$ cat src/rtl/hazard_scoreboard.sv
// Decode-stage RAW hazard detector: a shift-register scoreboard of in-flight
// destination writes, with optional RF write-through exemption and load-use-only mode.
module hazard_scoreboard #(
  parameter int unsigned ADDR_W    = 3,
  parameter int unsigned NUM_SRC   = 2,
  parameter int unsigned DEPTH     = 3,
  parameter int unsigned RF_BYPASS = 1,
  parameter int unsigned CNT_W     = 16
) (
  input  logic                      clk,
  input  logic                      rst,
  input  logic                      id_valid,
  input  logic [NUM_SRC*ADDR_W-1:0] id_src_addr,
  input  logic [NUM_SRC-1:0]        id_src_use,
  input  logic [ADDR_W-1:0]         id_dst_addr,
  input  logic                      id_dst_we,
  input  logic                      id_is_load,
  input  logic                      fwd_en,
  input  logic                      flush,
  output logic                      stall,
  output logic [CNT_W-1:0]          stall_cnt,
  output logic                      busy
);

  localparam logic [CNT_W-1:0] CNT_MAX = '1;

  logic [DEPTH-1:0]  ent_v;
  logic [ADDR_W-1:0] ent_addr [DEPTH];
  // Only the EX-stage load flag is ever consulted, so older stages drop it.
  logic              ex_ld;

  logic hit_any;
  logic hit_ld;
  logic match;

  // Hazard detection against the current scoreboard contents.
  always_comb begin
    hit_any = 1'b0;
    hit_ld  = 1'b0;
    match   = 1'b0;
    for (int unsigned i = 0; i < NUM_SRC; i++) begin
      for (int unsigned k = 0; k < DEPTH; k++) begin
        match = id_src_use[i] & ent_v[k] &
                (id_src_addr[i*ADDR_W +: ADDR_W] == ent_addr[k]);
        if (match && !((RF_BYPASS != 0) && (k == DEPTH - 1))) begin
          hit_any = 1'b1;
        end
        if (match && (k == 0) && ex_ld) begin
          hit_ld = 1'b1;
        end
      end
    end
    stall = id_valid & (fwd_en ? hit_ld : hit_any);
  end

  assign busy = |ent_v;

  // Unconditional shift; a stall or flush enters a bubble, flush also kills younger stages.
  always_ff @(posedge clk or negedge rst) begin
    if (!rst) begin
      ent_v     <= '0;
      ex_ld     <= 1'b0;
      stall_cnt <= '0;
      for (int unsigned k = 0; k < DEPTH; k++) begin
        ent_addr[k] <= '0;
      end
    end else begin
      ent_v[0]    <= id_valid & id_dst_we & ~stall & ~flush;
      ent_addr[0] <= id_dst_addr;
      ex_ld       <= id_is_load;
      for (int unsigned k = 1; k < DEPTH; k++) begin
        ent_v[k]    <= ent_v[k-1] & (~flush | (k == DEPTH - 1));
        ent_addr[k] <= ent_addr[k-1];
      end
      if (stall && !flush && (stall_cnt != CNT_MAX)) begin
        stall_cnt <= stall_cnt + CNT_W'(1);
      end
    end
  end

endmodule

$ cat config.mk
export PLATFORM = sky130hd
export DESIGN_NAME = hazard_scoreboard
export DESIGN_NICKNAME = d
export VERILOG_FILES = /design/src/rtl/hazard_scoreboard.sv
export SDC_FILE = /design/constraint.sdc
export NUM_CORES = 1
export LEC_CHECK = 0
export ABC_AREA = 1
export ABC_CLOCK_PERIOD_IN_PS = 2100
export BUFFER_PORTS_ARGS = -buffer_cell sky130_fd_sc_hd__buf_4
export CAP_MARGIN = 0
export CORE_MARGIN = 2
export CORE_UTILIZATION = 30
export CTS_CLUSTER_SIZE = 14
export DETAILED_ROUTE_END_ITERATION = 16
export GPL_TIMING_DRIVEN = 1
export MAX_ROUTING_LAYER = met4
export PLACE_DENSITY_LB_ADDON = 0.25
export SLEW_MARGIN = 5
export SYNTH_ARGS = -nofsm -noshare
export SYNTH_HDL_FRONTEND = slang
export SYNTH_SLANG_ARGS = --single-unit
$ cat constraint.sdc
create_clock -name clk -period 2.1 [get_ports clk]
set_clock_uncertainty 0.15 [all_clocks]
set_input_delay 0.525 -clock clk [delete_from_list [all_inputs] [get_ports clk]]
set_output_delay 0.525 -clock clk [all_outputs]
set_load 0.03 [all_outputs]
Word level (Yosys, flattened, before mapping)
Cells that the tools add are included.

operators by class
  bitwise gates (word level) = 15
  $add $sub $neg = 1
  reductions and logical operators = 6
  equal/unequal tests = 5
  muxes and demuxes = 7

operator list
  kind                                                              number
  16-bit by 1-bit adder with 16-bit output (second input constant)  1
  16-bit inequality test (second input constant)                    1
  1-bit AND                                                         13
  3-bit equality test                                               4
  1-bit 2-to-1 mux                                                  7
  1-bit logical AND                                                 4
  3-bit OR reduction                                                1
  1-bit NOT                                                         2
  1-bit logical NOT                                                 1

word-level totals
  logic and storage cells = 39
  input bits = 18
  output and inout bits = 18
  bits in registers = 26

Depth between registers and ports, before layout
Gate-level depths: netlist of the first run.

  word-level depth = 11
  mapped depth = 12
  gate-level depth less buffers = 11

Least setup slack after synthesis of the first run
Ideal clock, no wire load.

  path kind = input -> output
  start = input port id_src_addr[4]
  end = output port stall
  setup slack = -0.012 ns
  buffers on the path = 0
  required time = 1.425 ns
  arrival time = 1.437 ns
  stages = 8
  path through = inv_1 nand2_1 nand2_1 nor2_1 nand2_1 nand2_1 nand2_1 a21oi_1

on the way
  longest elaborated chain between the ends = 6
  elaborated cells on any way between the ends = 10
  classes of those cells = eq/ne: 2; mux: 4; bitwise: 3; reduce/logical: 1

ends and longest elaborated chain
  item                                                          RTL line  source
  start, declared                                               13        input logic [NUM_SRC*ADDR_W-1:0] id_src_addr,
  3-bit equality test                                           44        (id_src_addr[i*ADDR_W +: ADDR_W] == ent_addr[k]);
  1-bit AND                                                     43        match = id_src_use[i] & ent_v[k] &
  1-bit 2-to-1 mux / 1-bit logical AND (equally long branches)  45, 48
  1-bit 2-to-1 mux, on equally long branches                    45, 48
  1-bit 2-to-1 mux (*)                                          53        stall = id_valid & (fwd_en ? hit_ld : hit_any);
  1-bit AND (*)                                                 53
  end, declared                                                 20        output logic stall,

Every way passes the cells marked *; elsewhere a longest branch is shown, timed or not.

Worst setup path after layout of the first run
  start = register ent_addr[6] (netlist name)
  end = output port stall

on the way
  longest elaborated chain between the ends = 8
  elaborated cells on any way between the ends = 14
  classes of those cells = eq/ne: 2; mux: 7; bitwise: 3; reduce/logical: 2

ends and longest elaborated chain
  item                             RTL line  source
  start, declared                  28        logic [ADDR_W-1:0] ent_addr [DEPTH];
  start signal, assigned by index  73        ent_addr[k] <= ent_addr[k-1];
  3-bit equality test              44
  1-bit AND                        43
  1-bit 2-to-1 mux (4 in a row)    45        if (match && !((RF_BYPASS != 0) && (k == DEPTH - 1))) begin
  1-bit 2-to-1 mux (*)             53
  1-bit AND (*)                    53

Marks and branches as above.

==> results.yml, run 1 <==
global_route:
  antenna_found_initial: 0
  overflow: 0
  grt_max_degree: 27
  first_global_vias: 1405
  grt.total_usage_pct: 12.8
  grt_pass1_wl_mm: 6.11
sta:
  slew_headroom_pct: 77.1
  tns_ns: -0.00370
  final-hold-violation-count: 0
  timing.final.max_slew_violations: 0
  hold_ws_ns: 0.00615
  period_needed_ns: 2.10
  post-route-period-util_pct: 100
  fin_ws_ns: -0.00370
  tightest_slew_ns: 0.343
  setup_viol: 1
  rsz0062_at_grt: "yes"
  fmax_mhz: 475
worst_setup_path:
  critPathKind: "flop to primary output"
  start_kind: "flop"
  crit_fanout: 4
  cp-end-kind: "primary output"
  critPathArrivalTime_ns: 1.43
  critPathRequiredTime_ns: 1.42
placement:
  port_buffers: 35
  finalWeightedCongestion: 0.796
  hpwlAfterDp_mm: 2.65
  post_dp_cell_area_um2: 1940
detailed_routing:
  vias_per_cell: 4.42
  routedWlPerCell_um: 10.8
  detail-route-antenna-nets: 0
  drt_iter0_drc: 62
  first_pass_iters: 4
  drcViolationCount: 0
  totalWireLength_mm: 3.57
  dr_total_vias: 1464
layout:
  final_cell_mix: "92 x nand2_1, 38 x buf_4, 27 x nor2_1, 26 x dfrtp_1, 20 x inv_1"
  nFillCells: 565
  drive_gt1_share_pct: 22.6
  area_delta_synth_final_pct: 28.2
  diodes: 0
  final_area_um2: 2020
  final_common_cell: "nand2_1"
  nNetsFinal: 281
clock_network:
  cts_tree: "built"
  clockBufferDepth: 2
  cts.sinks: 26
  cts_buffers: 3
  clkSlewWorstSetupHoldPaths_ns: 0.09
  root_buffer: "clkbuf_8"
  ctsHoldBuffers: 0
  htreeDepth: 1
  clock_latency_ns: 0.27
pwr:
  peakVddDrop_mv: 0.264
  power_density_nw_per_um2: 484
  finalPower_uw: 980
  cellLeakagePower_uw: 0.00107
floorplanning:
  num_rows: 26
  die-height_um: 76.6
  core_area_um2: 5110
  start_util_pct: 30.9
  die_w_um: 76.6
  pin_count: 36
  die-area_um2: 5860
yosys:
  synthCells: 221
  yosysUniqueCellTypes: 20
  mappedNetlistNets: 240
  yosysWarnings: 0
  synth.avg_cell_area_um2: 7.14
  yosysSeqAreaShare_pct: 41.2
  ys_ff_latch: 26
  syn_area_um2: 1580
hold_path:
  holdCritPathClass: "primary input to async pin"
run_status:
  status: "finished, violations left"
  violations: "setup timing"
job:
  cap_violations: 0
==> cell usage after synthesis <==
cell	count	area share [%]
a21oi_1	2	0.63
buf_2	2	0.63
buf_6	1	0.71
clkbuf_1	1	0.24
dfrtp_1	26	41
ha_1	1	0.79
inv_1	22	5.2
nand2_1	95	23
nand2_4	1	0.71
nand3_1	6	1.9
nand3_2	1	0.63
nand3_4	2	2.2
nand4_1	18	7.1
nor2_1	27	6.4
nor2_2	2	0.79
nor3_2	2	1.3
nor3_4	1	1.0
o21ai_0	1	0.32
xnor2_1	6	3.3
xor2_1	4	2.2
==> cell families (layout without fill, tap and decap cells) <==
family,Yosys count,in the layout,share of synthesized area (%)
buf+inv,26,66,6.81
fa+ha+maj,1,1,0.792
xor+xnor,10,10,5.55
flops,26,26,41.2
compound gates,3,3,0.951
simple gates,155,155,44.7
==> state kept, by name (all words and copies together), names as in the netlist <==
register / count
ex_ld: 1
stall_cnt: 16
ent_v: 3
ent_addr: 6
==> routing by layer <==
metal	vias to the layer above	part of all wire, %	GRT usage [%]
li1	775	-	-
met1	662	46	15.8
met2	25	50	22.5
met3	2	3.6	1.78
met4	0	0.48	2.73
met5	-	0	-
==> report_power, final <==
part           switching [uW]  total (uW)  internal [uW]
combinational            75.8         131           54.8
clock                     153         321            167
sequential               14.2         529            514
total                     243         980            736
==> path summary, 6_finish.rpt <==
kind                                     startpoint                   endpoint  slack [ns]  depth (start not counted)
max in group asynchronous                       rst      ent_addr[6]$_DFF_PN0_        1.54                          1
hold reg to reg                  ent_v[1]$_DFF_PN0_         ent_v[2]$_DFF_PN0_        0.24                          0
setup reg to reg           stall_cnt[0]$_DFFE_PN0P_   stall_cnt[8]$_DFFE_PN0P_        0.22                          7
min in group clk                     id_dst_addr[0]      ent_addr[6]$_DFF_PN0_        0.21                          1
setup / recovery              ent_addr[6]$_DFF_PN0_                      stall      -0.004                          9
hold / removal                                  rst  stall_cnt[14]$_DFFE_PN0P_       0.006                          1
==> repair_timing <==
action | CTS | global route
buffers inserted | 1 | 1
pin swaps | 1 | 5
setup endpoints to repair | 1 | 1
gates cloned | 0 | 0
resized for setup | 2 | 4
==> critical path: stages (launching register included) <==
cell	delay, ns
dfrtp_1	0.40
inv_2	0.06
nand2_1	0.05
nand2_1	0.04
nor2_1	0.10
nand2_1	0.05
nand2_1	0.08
nand2_2	0.06
a21oi_2	0.16
buf_6	0.15
==> layout make-up <==
| cell class | count | area [um^2] | share of cell area (%) |
|---|---|---|---|
| clock buffers | 4 | 55.1 | 2.72 |
| inverters | 22 | 82.6 | 4.08 |
| multi-input cells | 169 | 832 | 41.1 |
| flip-flops and latches | 26 | 651 | 32.1 |
| well taps | 70 | 87.6 | 4.33 |
| repair buffers | 40 | 317 | 15.6 |
==> metrics by stage <==
stage          util (%)  std cells  setup slack (ns)
2_1_floorplan         -        221             0.156
3_3_place_gp       38.0        325           -0.0176
3_5_place_dp       38.0        325           -0.0185
4_1_cts            39.4        330           -0.0760
5_1_grt            39.6        331            -0.164
6_report           39.6        331          -0.00370
Power figures use the tool's default switching activity.
==> inputs of run 2 (changes only) <==
--- a/config.mk
+++ b/config.mk
@@ -16,6 +16,7 @@
 export GPL_TIMING_DRIVEN = 1
 export MAX_ROUTING_LAYER = met4
 export PLACE_DENSITY_LB_ADDON = 0.25
+export RECOVER_POWER = 50
 export SLEW_MARGIN = 5
 export SYNTH_ARGS = -nofsm -noshare
 export SYNTH_HDL_FRONTEND = slang
==> constraint.sdc (replaced) <==
create_clock -name clk -period 2.1 [get_ports clk]
set_clock_uncertainty 0.15 [all_clocks]
set_input_delay 0.42 -clock clk [delete_from_list [all_inputs] [get_ports clk]]
set_output_delay 0.42 -clock clk [all_outputs]
set_load 0.03 [all_outputs]
==> run 2 against run 1 <==
  * The run now ends clean
  * Sequential share of layout area is 0.080 points higher
  * First-iteration DRC count is 31% lower
  * Wire length is 0.45% lower
  * Clock-buffer cell count stayed put
  * Combinational power hardly changed
  * Flip-flop and latch count stayed put
==> results.yml, run 2 (synthesis gave the netlist of run 1 again) <==
sta:
  setup_viol: 0
  slew_headroom_pct: 56.5
  fmax_mhz: 492
  period_needed_ns: 2.03
  post-route-period-util_pct: 96.8
  timing.final.max_slew_violations: 0
  final-hold-violation-count: 0
  tns_ns: 0
  tightest_slew_ns: 0.653
  rsz0062_at_grt: "yes"
layout:
  largest_reg_flops: 16
  top_regs: "stall_cnt (16), ent_addr (6), ent_v (3)"
  drive_gt1_share_pct: 23.5
  diodes: 0
  area_delta_synth_final_pct: 27.9
  final_common_cell: "nand2_1"
  top_register: "stall_cnt"
  final_cell_mix: "89 x nand2_1, 32 x buf_4, 26 x nor2_1, 26 x dfrtp_1, 20 x inv_1"
  finalNonFillerCells: 330
  nNetsFinal: 280
clock_network:
  clkSlewWorstSetupHoldPaths_ns: 0.09
  cts.sinks: 26
  root_buffer: "clkbuf_8"
  clockBufferDepth: 2
  htreeDepth: 1
  cts_tree: "built"
  cts_buffers: 3
  clock_latency_ns: 0.27
floorplanning:
  pin_count: 36
  num_rows: 26
  core_area_um2: 5110
  die_w_um: 76.6
  start_util_pct: 30.9
  die-area_um2: 5860
  die-height_um: 76.6
worst_setup_path:
  critPathArrivalTime_ns: 1.46
  critPathRequiredTime_ns: 1.53
  critPathLaunch: "ent_addr[6]$_DFF_PN0_"
  timing.rr.start: "stall_cnt[0]$_DFFE_PN0P_"
  cp-end-kind: "primary output"
  critPathKind: "flop to primary output"
  start_kind: "flop"
  crit_fanout: 4
detailed_routing:
  first_pass_iters: 4
  drt_iter0_drc: 43
  routedWlPerCell_um: 10.8
  drcViolationCount: 0
  dr_total_vias: 1424
  totalWireLength_mm: 3.56
  vias_per_cell: 4.32
  detail-route-antenna-nets: 0
placement:
  finalWeightedCongestion: 0.756
  hpwlAfterDp_mm: 2.62
  port_buffers: 35
  placedCellCount: 324
pwr:
  power_frac_comb_pct: 13.3
  power_density_nw_per_um2: 491
  peakVddDrop_mv: 0.352
  clkPwrFrac_pct: 33.3
  swShare_pct: 25.6
  p_seq_share_pct: 53.4
  p_int_uw: 737
  cellLeakagePower_uw: 0.00108
  switching_power_uw: 254
global_route:
  grt_pass1_wl_mm: 6.23
  overflow: 0
  grt_max_degree: 27
  grt.total_usage_pct: 13.3
  first_global_vias: 1383
  antenna_found_initial: 0
job:
  cap_violations: 0
hold_path:
  min-delay-start: "id_dst_addr[2]"
  holdCritPathClass: "primary input to flop"
run_status:
  status: "complete, no violations"
## run 2: changes by cell type in the layout (fill, tap and decap cells not counted), sizes merged
cell         delta
dlygate4sd3     +1
clkbuf          +5
buf             -7
## run 2: repair_timing
action / CTS / global route
endpoints found under the hold margin: 26 / 0
hold buffers: 1 / 0
resized for setup: 0 / 12
setup endpoints to repair: 0 / 1
setup buffers: 0 / 1
## run 2: critical path, cell delays in order, from the launching register on
cell and delay [ns]:
dfrtp_1 0.42, inv_2 0.05, nand2_1 0.05, nand2_1 0.05
nor2_1 0.10, nand2_1 0.06, nand2_2 0.08, nand2_4 0.06
a21oi_2 0.17, buf_6 0.15
## run 2: area by class of cell
cell class,count,area (um^2)
clock buffers,4,55.1
fillers,561,3090
inverters,22,82.6
multi-input cells,169,847
flip-flops and latches,26,651
well taps,70,87.6
repair buffers,39,297
## run 2: per-layer routing
metal  track usage, %  routed length [um]  vias to the layer above
met5                -                   0                        -
met4             4.18                  40                        0
met3             2.25                 108                        4
met2             21.7                1620                       23
met1             16.9                1790                      621
li1                 -                   -                      776
## run 2: path summary, 6_finish.rpt
kind / to / slack, ns / cells after the start
min in group asynchronous: stall_cnt[14]$_DFFE_PN0P_ / 0.55 / 2
max: stall / 0.07 / 9
max reg2reg: stall_cnt[6]$_DFFE_PN0P_ / 0.22 / 7
max in group asynchronous: stall_cnt[3]$_DFFE_PN0P_ / 0.83 / 2
min reg2reg: ent_v[2]$_DFF_PN0_ / 0.23 / 0
min: ent_addr[8]$_DFF_PN0_ / 0.12 / 1
## run 2: power groups by stage
stage	clock, uW	combinational, uW	sequential (uW)
floorplan	0	54.1	547
global placement	0	126	538
detailed placement	0	127	539
CTS	345	129	529
global route	360	149	532
finish	330	132	529
## run 2: stage by stage
stage	util [%]	setup WS [ns]	area, um^2	total power [uW]	hold WS, ns
after floorplan	-	0.198	1580	601	-0.0256
after global placement	37.6	0.162	1920	664	0.202
after detailed placement	37.6	0.162	1920	666	0.206
after CTS	38.9	0.00777	1980	1000	0.0894
after global routing	39.5	-0.0362	2020	1040	0.107
final	39.5	0.0677	2020	991	0.118
